===== src/rtl/pe_pkg.sv =====
`default_nettype none
// +-----------------------------------------------------------------------+
// | pe_pkg : shared PE defaults and drain FSM state encoding (rev 1.0)    |
// +-----------------------------------------------------------------------+
package pe_pkg;

  localparam int NUM_BUF_DEF = 10;
  localparam int ACC_W_DEF   = 36;
  localparam int OUT_W_DEF   = 16;

  typedef enum logic [1:0] {
    ST_IDLE = 2'd0,
    ST_SEND = 2'd1,
    ST_DONE = 2'd2
  } pe_state_e;

  // Index width that stays legal for a single-entry buffer.
  function automatic int idx_w(input int n);
    return (n > 1) ? $clog2(n) : 1;
  endfunction

endpackage
`default_nettype wire


===== src/rtl/pe_requant.sv =====
`default_nettype none
// +-----------------------------------------------------------------------+
// | pe_requant : ReLU, arithmetic right shift, signed saturation (rev 1.0)|
// +-----------------------------------------------------------------------+
module pe_requant #(
  parameter int ACC_W   = 36,
  parameter int OUT_W   = 16,
  parameter int SHIFT   = 0,
  parameter int RELU_EN = 1
) (
  input  logic [ACC_W-1:0] acc,
  output logic [OUT_W-1:0] q
);

  localparam logic signed [ACC_W-1:0] SAT_MAX = {{(ACC_W-OUT_W+1){1'b0}}, {(OUT_W-1){1'b1}}};
  localparam logic signed [ACC_W-1:0] SAT_MIN = {{(ACC_W-OUT_W+1){1'b1}}, {(OUT_W-1){1'b0}}};

  logic signed [ACC_W-1:0] shifted;

  always_comb begin
    shifted = $signed(acc) >>> SHIFT;
    q       = shifted[OUT_W-1:0];
    if ((RELU_EN != 0) && acc[ACC_W-1]) begin
      q = '0;
    end else if (shifted > SAT_MAX) begin
      q = SAT_MAX[OUT_W-1:0];
    end else if (shifted < SAT_MIN) begin
      q = SAT_MIN[OUT_W-1:0];
    end
  end

endmodule
`default_nettype wire


===== src/rtl/pe_drain.sv =====
`default_nettype none
// +-----------------------------------------------------------------------+
// | pe_drain : snapshots the reducer buffer and streams requantised       |
// |            entries over a valid/ready handshake (rev 1.0)             |
// +-----------------------------------------------------------------------+
module pe_drain
  import pe_pkg::*;
#(
  parameter int NUM_BUF  = NUM_BUF_DEF,
  parameter int ACC_W    = ACC_W_DEF,
  parameter int OUT_W    = OUT_W_DEF,
  parameter int SHIFT    = 0,
  parameter int RELU_EN  = 1,
  localparam int IDX_W   = idx_w(NUM_BUF)
) (
  input  logic                     i_clk,
  input  logic                     i_rst_n,
  input  logic                     i_finish,
  input  logic [NUM_BUF*ACC_W-1:0] i_buf,
  output logic [OUT_W-1:0]         o_data,
  output logic [IDX_W-1:0]         o_idx,
  output logic                     o_valid,
  input  logic                     i_ready,
  output logic                     o_busy,
  output logic                     o_done,
  output logic                     o_overrun
);

  pe_state_e        state;
  pe_state_e        state_nxt;
  logic [ACC_W-1:0] snap [NUM_BUF];
  logic [IDX_W-1:0] idx;
  logic             overrun;
  logic [ACC_W-1:0] cur;
  logic             xfer;
  logic             last;
  logic             capture;

  assign xfer    = (state == ST_SEND) && i_ready;
  assign last    = (idx == IDX_W'(NUM_BUF - 1));
  assign capture = (state != ST_SEND) && i_finish;

  always_ff @(posedge i_clk or negedge i_rst_n) begin
    if (!i_rst_n) begin
      state <= ST_IDLE;
    end else begin
      state <= state_nxt;
    end
  end

  always_comb begin
    state_nxt = state;
    o_valid   = 1'b0;
    o_busy    = 1'b0;
    o_done    = 1'b0;
    case (state)
      ST_IDLE: begin
        if (i_finish) state_nxt = ST_SEND;
      end
      ST_SEND: begin
        o_valid = 1'b1;
        o_busy  = 1'b1;
        if (xfer && last) state_nxt = ST_DONE;
      end
      ST_DONE: begin
        o_done    = 1'b1;
        state_nxt = i_finish ? ST_SEND : ST_IDLE;
      end
      default: state_nxt = ST_IDLE;
    endcase
  end

  // A finish arriving mid-pass leaves the snapshot untouched and is only flagged.
  always_ff @(posedge i_clk or negedge i_rst_n) begin
    if (!i_rst_n) begin
      for (int k = 0; k < NUM_BUF; k++) snap[k] <= '0;
      idx     <= '0;
      overrun <= 1'b0;
    end else begin
      overrun <= (state == ST_SEND) && i_finish;
      if (capture) begin
        for (int k = 0; k < NUM_BUF; k++) snap[k] <= i_buf[k*ACC_W +: ACC_W];
        idx <= '0;
      end else if (xfer && !last) begin
        idx <= idx + 1'b1;
      end
    end
  end

  always_comb begin
    cur = '0;
    for (int k = 0; k < NUM_BUF; k++) begin
      if (idx == IDX_W'(k)) cur = snap[k];
    end
  end

  pe_requant #(
    .ACC_W   (ACC_W),
    .OUT_W   (OUT_W),
    .SHIFT   (SHIFT),
    .RELU_EN (RELU_EN)
  ) u_requant (
    .acc (cur),
    .q   (o_data)
  );

  assign o_idx     = idx;
  assign o_overrun = overrun;

endmodule
`default_nettype wire


===== config.mk =====
export PLATFORM = sky130hd
export DESIGN_NAME = pe_drain
export DESIGN_NICKNAME = d
export VERILOG_FILES = /design/src/rtl/pe_pkg.sv /design/src/rtl/pe_requant.sv /design/src/rtl/pe_drain.sv
export SDC_FILE = /design/constraint.sdc
export NUM_CORES = 1
export LEC_CHECK = 0
export BUFFER_PORTS_ARGS = -buffer_cell sky130_fd_sc_hd__buf_4
export CAP_MARGIN = 20
export CORE_AREA = 4 4 241 243
export DETAILED_ROUTE_END_ITERATION = 12
export DIE_AREA = 0 0 245 247
export PLACE_DENSITY = 0.59
export SYNTH_ARGS = -nofsm -noshare
export SYNTH_HDL_FRONTEND = slang
export SYNTH_SLANG_ARGS = --single-unit

===== constraint.sdc =====
create_clock -name i_clk -period 4.15 [get_ports i_clk]
set_input_delay 0.83 -clock i_clk [delete_from_list [all_inputs] [get_ports i_clk]]
set_output_delay 0.83 -clock i_clk [all_outputs]
set_load 0.005 [all_outputs]

==> impl_results.md, run 1 <==
* Depth of the worst register-to-register path at 9
* First-pass detailed-route iteration total at 5
* I/O pin total at 388
* Final net count at 2,737
* Number of port buffers at 386
* Worst slew margin relative to its limit at 0.499
* Transition time at the pin with the least slew margin at 745 ps
* Critical-path cell list: inv_4 -> ha_4 -> nor2b_4 -> buf_12 -> a221o_1 -> a222oi_1 -> nand2_1 -> a22o_1 -> a2111oi_4 -> buf_6 -> buf_12 -> a221oi_2 -> buf_4
* Net count after synthesis at 2,374
* Depth of the CTS H-tree at 2
* Cell taking the most area after synthesis: dfrtp_1
* Number of flip-flops and latches in the synthesized netlist at 367
* WL final at 64.1 mm
* Number of synthesized flops with an enable pin at 0
* Later-pin clock latency in the skew report at 560 ps
* Max_cap viols at 0
* Number of global-route vias before repair at 16,000
* Class of the most critical hold timing path: in2async
* Num Clock Sinks at 367
* Final max-slew violation count at 0
* Setup violations, final at 15
* Number of remaining DRC errors at 0
* GRT Residual Overflow at 0
* DR WL/cell at 20.3 um
* Count of yosys warnings during synthesis at 0
* Total routing usage reported by global routing at 0.206
* CP Capture Type: output port
* Path type of the worst setup path: reg2out
* Max Clock Freq at 236 MHz
* Minimum hold slack at 258 ps
* Deepest clock path buffer count at 3
* Maximum number of pins on one net before global-route repair at 133
* Worst-case register-to-register setup slack at 1700 ps
* Peak per-stage delay on the critical path at 440 ps
* Clock input transition at the sequential cells of the worst setup and hold paths at 60 ps
* Share of the cycle needed by the critical path after routing at 1.02
* Violated checks: negative setup slack
* CP Max Fanout at 14
* Core Box Area at 56,000 um2
* RSZ-0062 raised after global routing: yes
* Mapped cell area at 16,600 um2
* Critical-path cell with the highest stage delay: dfrtp_2
* Total of hold buffers inserted after clock tree synthesis at 0
* Root buffer selected by CTS: clkbuf_16
* Most common cell type on the critical path: buf_12
* RePlAce Congestion at 0.898
* Die extent in x at 245 um
* Via Count at 15,400
* Worst Setup Slack, final at -94.2 ps
* Leak Pwr at 0.0114 uW
* Peak VDD IR at 0.000425 V
* Initial Util at 0.297
* Crit Reg-Reg Startpoint: o_idx[0]$_DFFE_PN0P_
* Vias/cell at 4.89
* Global-route wire length before repair at 95.6 mm
* Number of clock buffers inserted by TritonCTS at 43
* Share of Yosys cell area claimed by the top area cell type at 0.552
* Post-synthesis cell count at 2,006
* Std cell rows at 87
* Final clock skew at 18.7 ps
* Place WS at 211 ps
* Top post-synthesis cells by area: dfrtp_1 55%, nand2_1 25%, clkbuf_1 2.0%
* Most frequent cell after synthesis: nand2_1
* Post-detailed-route count of antenna-violating nets at 0
* Run status: finished, violations left
* Category of the worst setup path launch point: flop
* Register area share after synthesis at 0.552
* Power Density at 804 nW/um2
* Arrival time of data at the critical path endpoint at 3410 ps
* Violation count after the first detailed-routing iteration at 1,244
* Endpoint of the worst-slack reg-to-reg timing path: o_idx[3]$_DFFE_PN0P_
* Area of the die at 60,500 um2
* Average cell area after synthesis at 8.29 um2
* Worst setup path startpoint: o_idx[1]$_DFFE_PN0P_
* Worst Setup EP: o_data[13]
* Most instantiated cells after synthesis: 1,111 x nand2_1, 367 x dfrtp_1, 89 x clkbuf_1
* Dpl hpwl at 47.7 mm
* Number of failing hold endpoints at the final stage at 0
* Top flip-flop cell by instance count after synthesis: dfrtp_1
* Die Height at 247 um
* Share of final-layout standard cells stronger than drive strength 1 at 0.241
* Required time of the critical path at 3320 ps
* Count of cell types in the netlist at 64
* Final period demand of the worst path at 4240 ps
* Total inserted antenna cells at 0
* Number of antenna violations at the first check in global routing at 1
* CTS tree: done
* Proportion of synthesized flip-flops having asynchronous set or reset at 1.00
* Area added between synthesis and finish at 34.1%
==> how the worst min path moves through the flow <==
stage,startpoint,endpoint
after floorplan,snap[105]$_DFFE_PN0P_,snap[105]$_DFFE_PN0P_
after global placement,snap[169]$_DFFE_PN0P_,snap[169]$_DFFE_PN0P_
after detailed placement,snap[169]$_DFFE_PN0P_,snap[169]$_DFFE_PN0P_
after CTS,i_rst_n,snap[295]$_DFFE_PN0P_
after global routing,i_rst_n,snap[295]$_DFFE_PN0P_
final,i_rst_n,snap[294]$_DFFE_PN0P_
==> power breakdown <==
part           switching, uW  internal (uW)  total [uW]
Sequential              1300           5270        6570
Combinational           4510           3080        7590
Clock                   1490           2280        3770
==> cell type report <==
| cell class | instances | area, um2 |
|---|---|---|
| inverters | 15 | 58.8 |
| fillers | 5749 | 33700 |
| well taps | 756 | 946 |
| flip-flops and latches | 367 | 9190 |
| repair buffers | 451 | 3630 |
| clock buffers | 61 | 1220 |
| multi-input cells | 1491 | 7110 |
| clock inverters | 8 | 146 |
==> worst max-delay path, delay by kind of cell, from the launching register on <==
family | cells | cell delay [ps]
buf+inv | 5 | 730
simple gates | 2 | 250
fa+ha+maj | 1 | 170
flops | 1 | 440
compound gates | 5 | 1270
==> flip-flops by register name (all words and copies together) (netlist names) <==
| register | cells |
|---|---|
| snap | 360 |
| o_idx | 4 |
| state | 2 |
| o_overrun | 1 |
==> metal layers <==
metal  part of all wire  track usage  vias to the layer above
li1                   -            -                     7269
met3              0.054       0.0301                      110
met5            0.00031            0                        -
met1               0.42        0.267                     7466
met2               0.50        0.357                      545
met4              0.029       0.0607                        2
==> kinds of logic after synthesis <==
kind of cell / share of synthesized area
muxes: 0.00120
buffers and inverters: 0.0396
xor gates and xnor gates: 0.00105
other: 0.000225
and+or+nand+nor: 0.291
AOI/OAI and AO/OA: 0.111
DFF: 0.552
adders and majority gates: 0.00301
==> through the flow <==
stage	setup TNS, ps	std cells	cell area [um2]	total power, uW	utilization
final	-978	3149	22300	17900	0.399
after CTS	-980	3148	22100	17700	0.395
after detailed placement	0	3065	20400	13500	0.365
after global routing	-2120	3149	22300	19100	0.399
after floorplan	0	2006	16600	10400	-
after global placement	0	3065	20400	13300	0.365
==> what timing repair did <==
| action | in CTS | in global routing |
|---|---|---|
| setup buffers | 12 | 1 |
| cloned | 2 | 0 |
| gates resized for setup | 33 | 36 |
| endpoints found under the setup margin | 15 | 15 |
| pin swaps | 7 | 8 |
==> cells in the final DEF, fill, tap and decap left out, drive strengths merged, types with 7 or more instances in the layout <==
cell / instances
buf: 450
a31oi: 20
nand2: 1111
inv: 16
a22oi: 19
o22ai: 22
a221oi: 42
dfrtp: 367
and3: 16
nor3: 21
o21ai: 48
clkbuf: 61
nor4: 15
a221o: 20
nor2: 33
nand2b: 7
a21oi: 40
No activity file was read; power rests on OpenSTA's default activity.
==> run 2, diff against run 1 <==
Settings changed: CORE_AREA 4 4 241 243 to 4 4 209 211, DIE_AREA 0 0 245 247 to 0 0 213 215, PLACE_DENSITY 0.59 to 0.72.
==> run 2 against run 1 <==
Against the previous run: the run still ends with negative setup slack left; sequential share of layout area shrank 0.071 points; worst hold slack gained 27 ps; critical path depth down 3; combinational power rose by 2.8%; critical endpoint is now o_data[8]; highest routed layer unchanged.
==> impl_results.md, run 2 (synthesized netlist as in run 1, its figures left out) <==
* Number of remaining DRC errors at 0 (unchanged)
* Leak Pwr at 0.0116 uW (was 0.0114 uW)
* Worst Setup EP: o_data[8] (was o_data[13])
* Sequential Area at 9190 um2 (about the same)
* Num Clock Sinks at 367 (unchanged)
* CP Buf/Inv Count at 3 (was 5)
* Met1 demand-to-capacity share in global routing at 0.327 (was 0.267)
* RePlAce Congestion at 0.906 (was 0.898)
* Die Height at 215 um (was 247 um)
* Met2 demand-to-capacity share in global routing at 0.408 (was 0.357)
* Setup violations, final at 15 (unchanged)
* Final net count at 2,756 (was 2,737)
* Final clock skew at 24.0 ps (was 18.7 ps)
* Peak-usage layer in the global routing report: met2 (unchanged)
* Sum of negative setup slack at -490 ps (was -978 ps)
* Global-route wire length before repair at 88.4 mm (was 95.6 mm)
* Area added between synthesis and finish at 34.3% (was 34.1%)
* Later-pin clock latency in the skew report at 560 ps (about the same)
* Post-detailed-route count of antenna-violating nets at 0 (unchanged)
* Place WS at 51.1 ps (was 211 ps)
* Vias/cell at 5.20 (was 4.89)
* Std cell rows at 75 (was 87)
* Core Box Area at 41,800 um2 (was 56,000 um2)
* Sum of internal, switching and leakage power at 17,900 uW (about the same)
* Number of failing hold endpoints at the final stage at 0 (unchanged)
* Required time of the critical path at 3320 ps (about the same)
* Standard cell area after detailed placement at 20,300 um2 (was 20,400 um2)
* Dpl hpwl at 42.6 mm (was 47.7 mm)
* WL final at 58.6 mm (was 64.1 mm)
* Area of the die at 45,800 um2 (was 60,500 um2)
* CP Max Fanout at 17 (was 14)
* Number of cells on the critical path at 10 (was 13)
* Via Count at 15,400 (about the same)
* Transition time at the pin with the least slew margin at 873 ps (was 745 ps)
* Filler cell count at 3,753 (was 5,749)
* Share of the cycle needed by the critical path after routing at 1.02 (about the same)
* Worst Setup Slack, final at -70.2 ps (was -94.2 ps)
* Most frequent cells in the layout: 1,111 x nand2_1, 442 x buf_4, 364 x dfrtp_1, 42 x clkbuf_16, 41 x o21ai_0 (was 1,109 x nand2_1, 428 x buf_4, 365 x dfrtp_1, 43 x o21ai_0, 43 x clkbuf_16)
* CP Capture Type: output port (unchanged)
* Final max-slew violation count at 0 (unchanged)
* Power Density at 801 nW/um2 (was 804 nW/um2)
* Depth of the worst register-to-register path at 5 (was 9)
* Root buffer selected by CTS: clkbuf_16 (unchanged)
* Peak VDD IR at 0.000336 V (was 0.000425 V)
* First-pass detailed-route iteration total at 5 (unchanged)
* Crit Reg-Reg Startpoint: state[0]$_DFFE_PN0P_ (was o_idx[0]$_DFFE_PN0P_)
* Depth of the CTS H-tree at 2 (unchanged)
* Critical-path cell with the highest stage delay: dfrtp_2 (unchanged)
* GRT Residual Overflow at 0 (unchanged)
* Path type of the worst setup path: reg2out (unchanged)
* Deepest clock path buffer count at 3 (unchanged)
* Critical-path cell list: ha_4 -> buf_12 -> or3_4 -> buf_4 -> nor3_1 -> a221o_1 -> a21oi_1 -> and3_1 -> a221oi_2 -> buf_4 (was inv_4 -> ha_4 -> nor2b_4 -> buf_12 -> a221o_1 -> a222oi_1 -> nand2_1 -> a22o_1 -> a2111oi_4 -> buf_6 -> buf_12 -> a221oi_2 -> buf_4)
* Worst-case register-to-register setup slack at 1610 ps (was 1700 ps)
* Number of flip-flops under the largest register name at 360 (unchanged)
* Initial Util at 0.398 (was 0.297)
* Minimum hold slack at 285 ps (was 258 ps)
* Peak per-stage delay on the critical path at 480 ps (was 440 ps)
* CTS tree: done (unchanged)
* Maximum number of pins on one net before global-route repair at 116 (was 133)
* Max_cap viols at 0 (unchanged)
* Number of antenna violations at the first check in global routing at 6 (was 1)
* Category of the worst setup path launch point: flop (unchanged)
* Number of global-route vias before repair at 15,800 (was 16,000)
* Violated checks: negative setup slack (unchanged)
* Total of hold buffers inserted after clock tree synthesis at 0 (unchanged)
* Endpoint of the worst-slack reg-to-reg timing path: snap[302]$_DFFE_PN0P_ (was o_idx[3]$_DFFE_PN0P_)
* RSZ-0062 raised after global routing: yes (unchanged)
* Number of clock buffers inserted by TritonCTS at 40 (was 43)
* Die extent in x at 213 um (was 245 um)
* I/O pin total at 388 (unchanged)
* Crit-path leading delay family: simple AND/OR/NAND/NOR gates (was compound AO/OA/AOI/OAI gates)
* Clock input transition at the sequential cells of the worst setup and hold paths at 60 ps (about the same)
* Most common cell type on the critical path: buf_4 (was buf_12)
* Most common cell after layout, fill and taps aside: nand2_1 (unchanged)
* Total routing usage reported by global routing at 0.247 (was 0.206)
* Share of final-layout standard cells stronger than drive strength 1 at 0.255 (was 0.241)
* Violation count after the first detailed-routing iteration at 1,274 (was 1,244)
* Multi-input gate area at 7210 um2 (was 7110 um2)
* Arrival time of data at the critical path endpoint at 3390 ps (was 3410 ps)
* Run status: finished, violations left (unchanged)
* Max Clock Freq at 237 MHz (was 236 MHz)
* Number of port buffers at 386 (unchanged)
* Worst setup path startpoint: o_idx[1]$_DFFE_PN0P_ (unchanged)
* Class of the most critical hold timing path: in2async (unchanged)
* DR WL/cell at 19.8 um (was 20.3 um)
* Final period demand of the worst path at 4220 ps (was 4240 ps)
* Register bank with the most flops: snap (unchanged)
* Post-route cell area at 22,300 um2 (about the same)
* Global routing usage on met3 at 0.0443 (was 0.0301)
* Worst slew margin relative to its limit at 0.418 (was 0.499)
## run 2: metrics by stage
step	cells	utilization
floorplan	2006	-
global placement	2859	0.485
detailed placement	2859	0.485
CTS	2951	0.529
global route	2962	0.535
finish	2963	0.535
## run 2: final cells by class
class | count | area share
Antenna cell | 4 | 0.000448
Clock buffer | 52 | 0.0509
Clock inverter | 22 | 0.0105
Inverter | 15 | 0.00314
Multi-Input combinational cell | 1491 | 0.323
Sequential cell | 367 | 0.411
Tap cell | 539 | 0.0302
Timing Repair Buffer | 473 | 0.171
## run 2: worst min-delay path by stage
stage / cells past startpoint / slack [ps] / to
floorplan: 2 / 440 / snap[105]$_DFFE_PN0P_
global placement: 1 / 450 / state[0]$_DFFE_PN0P_
detailed placement: 2 / 460 / snap[95]$_DFFE_PN0P_
CTS: 1 / 310 / snap[59]$_DFFE_PN0P_
global route: 1 / 340 / snap[184]$_DFFE_PN0P_
finish: 1 / 280 / snap[59]$_DFFE_PN0P_
## run 2: metal layers
metal	wire length, um	share of wire
met2	28300	0.48
met3	3780	0.064
met4	1990	0.034
met1	24500	0.42
met5	41	0.00070
## run 2: worst register-to-register path: stages (launching register included)
cell and delay, ps:
dfrtp_1 370, nor2b_1 520, nand2b_4 810, buf_4 560, nand2_1 150, nand2_1 80
## run 2: power breakdown
group | switching [uW] | leakage, uW | internal (uW)
combinational | 4570 | 0.00631 | 3230
clock | 1520 | 0.000682 | 2200
sequential | 1120 | 0.00456 | 5270
total | 7200 | 0.0116 | 10700
## run 2: what timing repair did
| item | 4_1_cts | 5_1_grt |
|---|---|---|
| gates cloned | 2 | 3 |
| setup buffers | 16 | 7 |
| pin swaps | 27 | 16 |
| setup endpoints to repair | 15 | 15 |
| hold endpoints to repair | 0 | 0 |
| resized for setup | 61 | 33 |
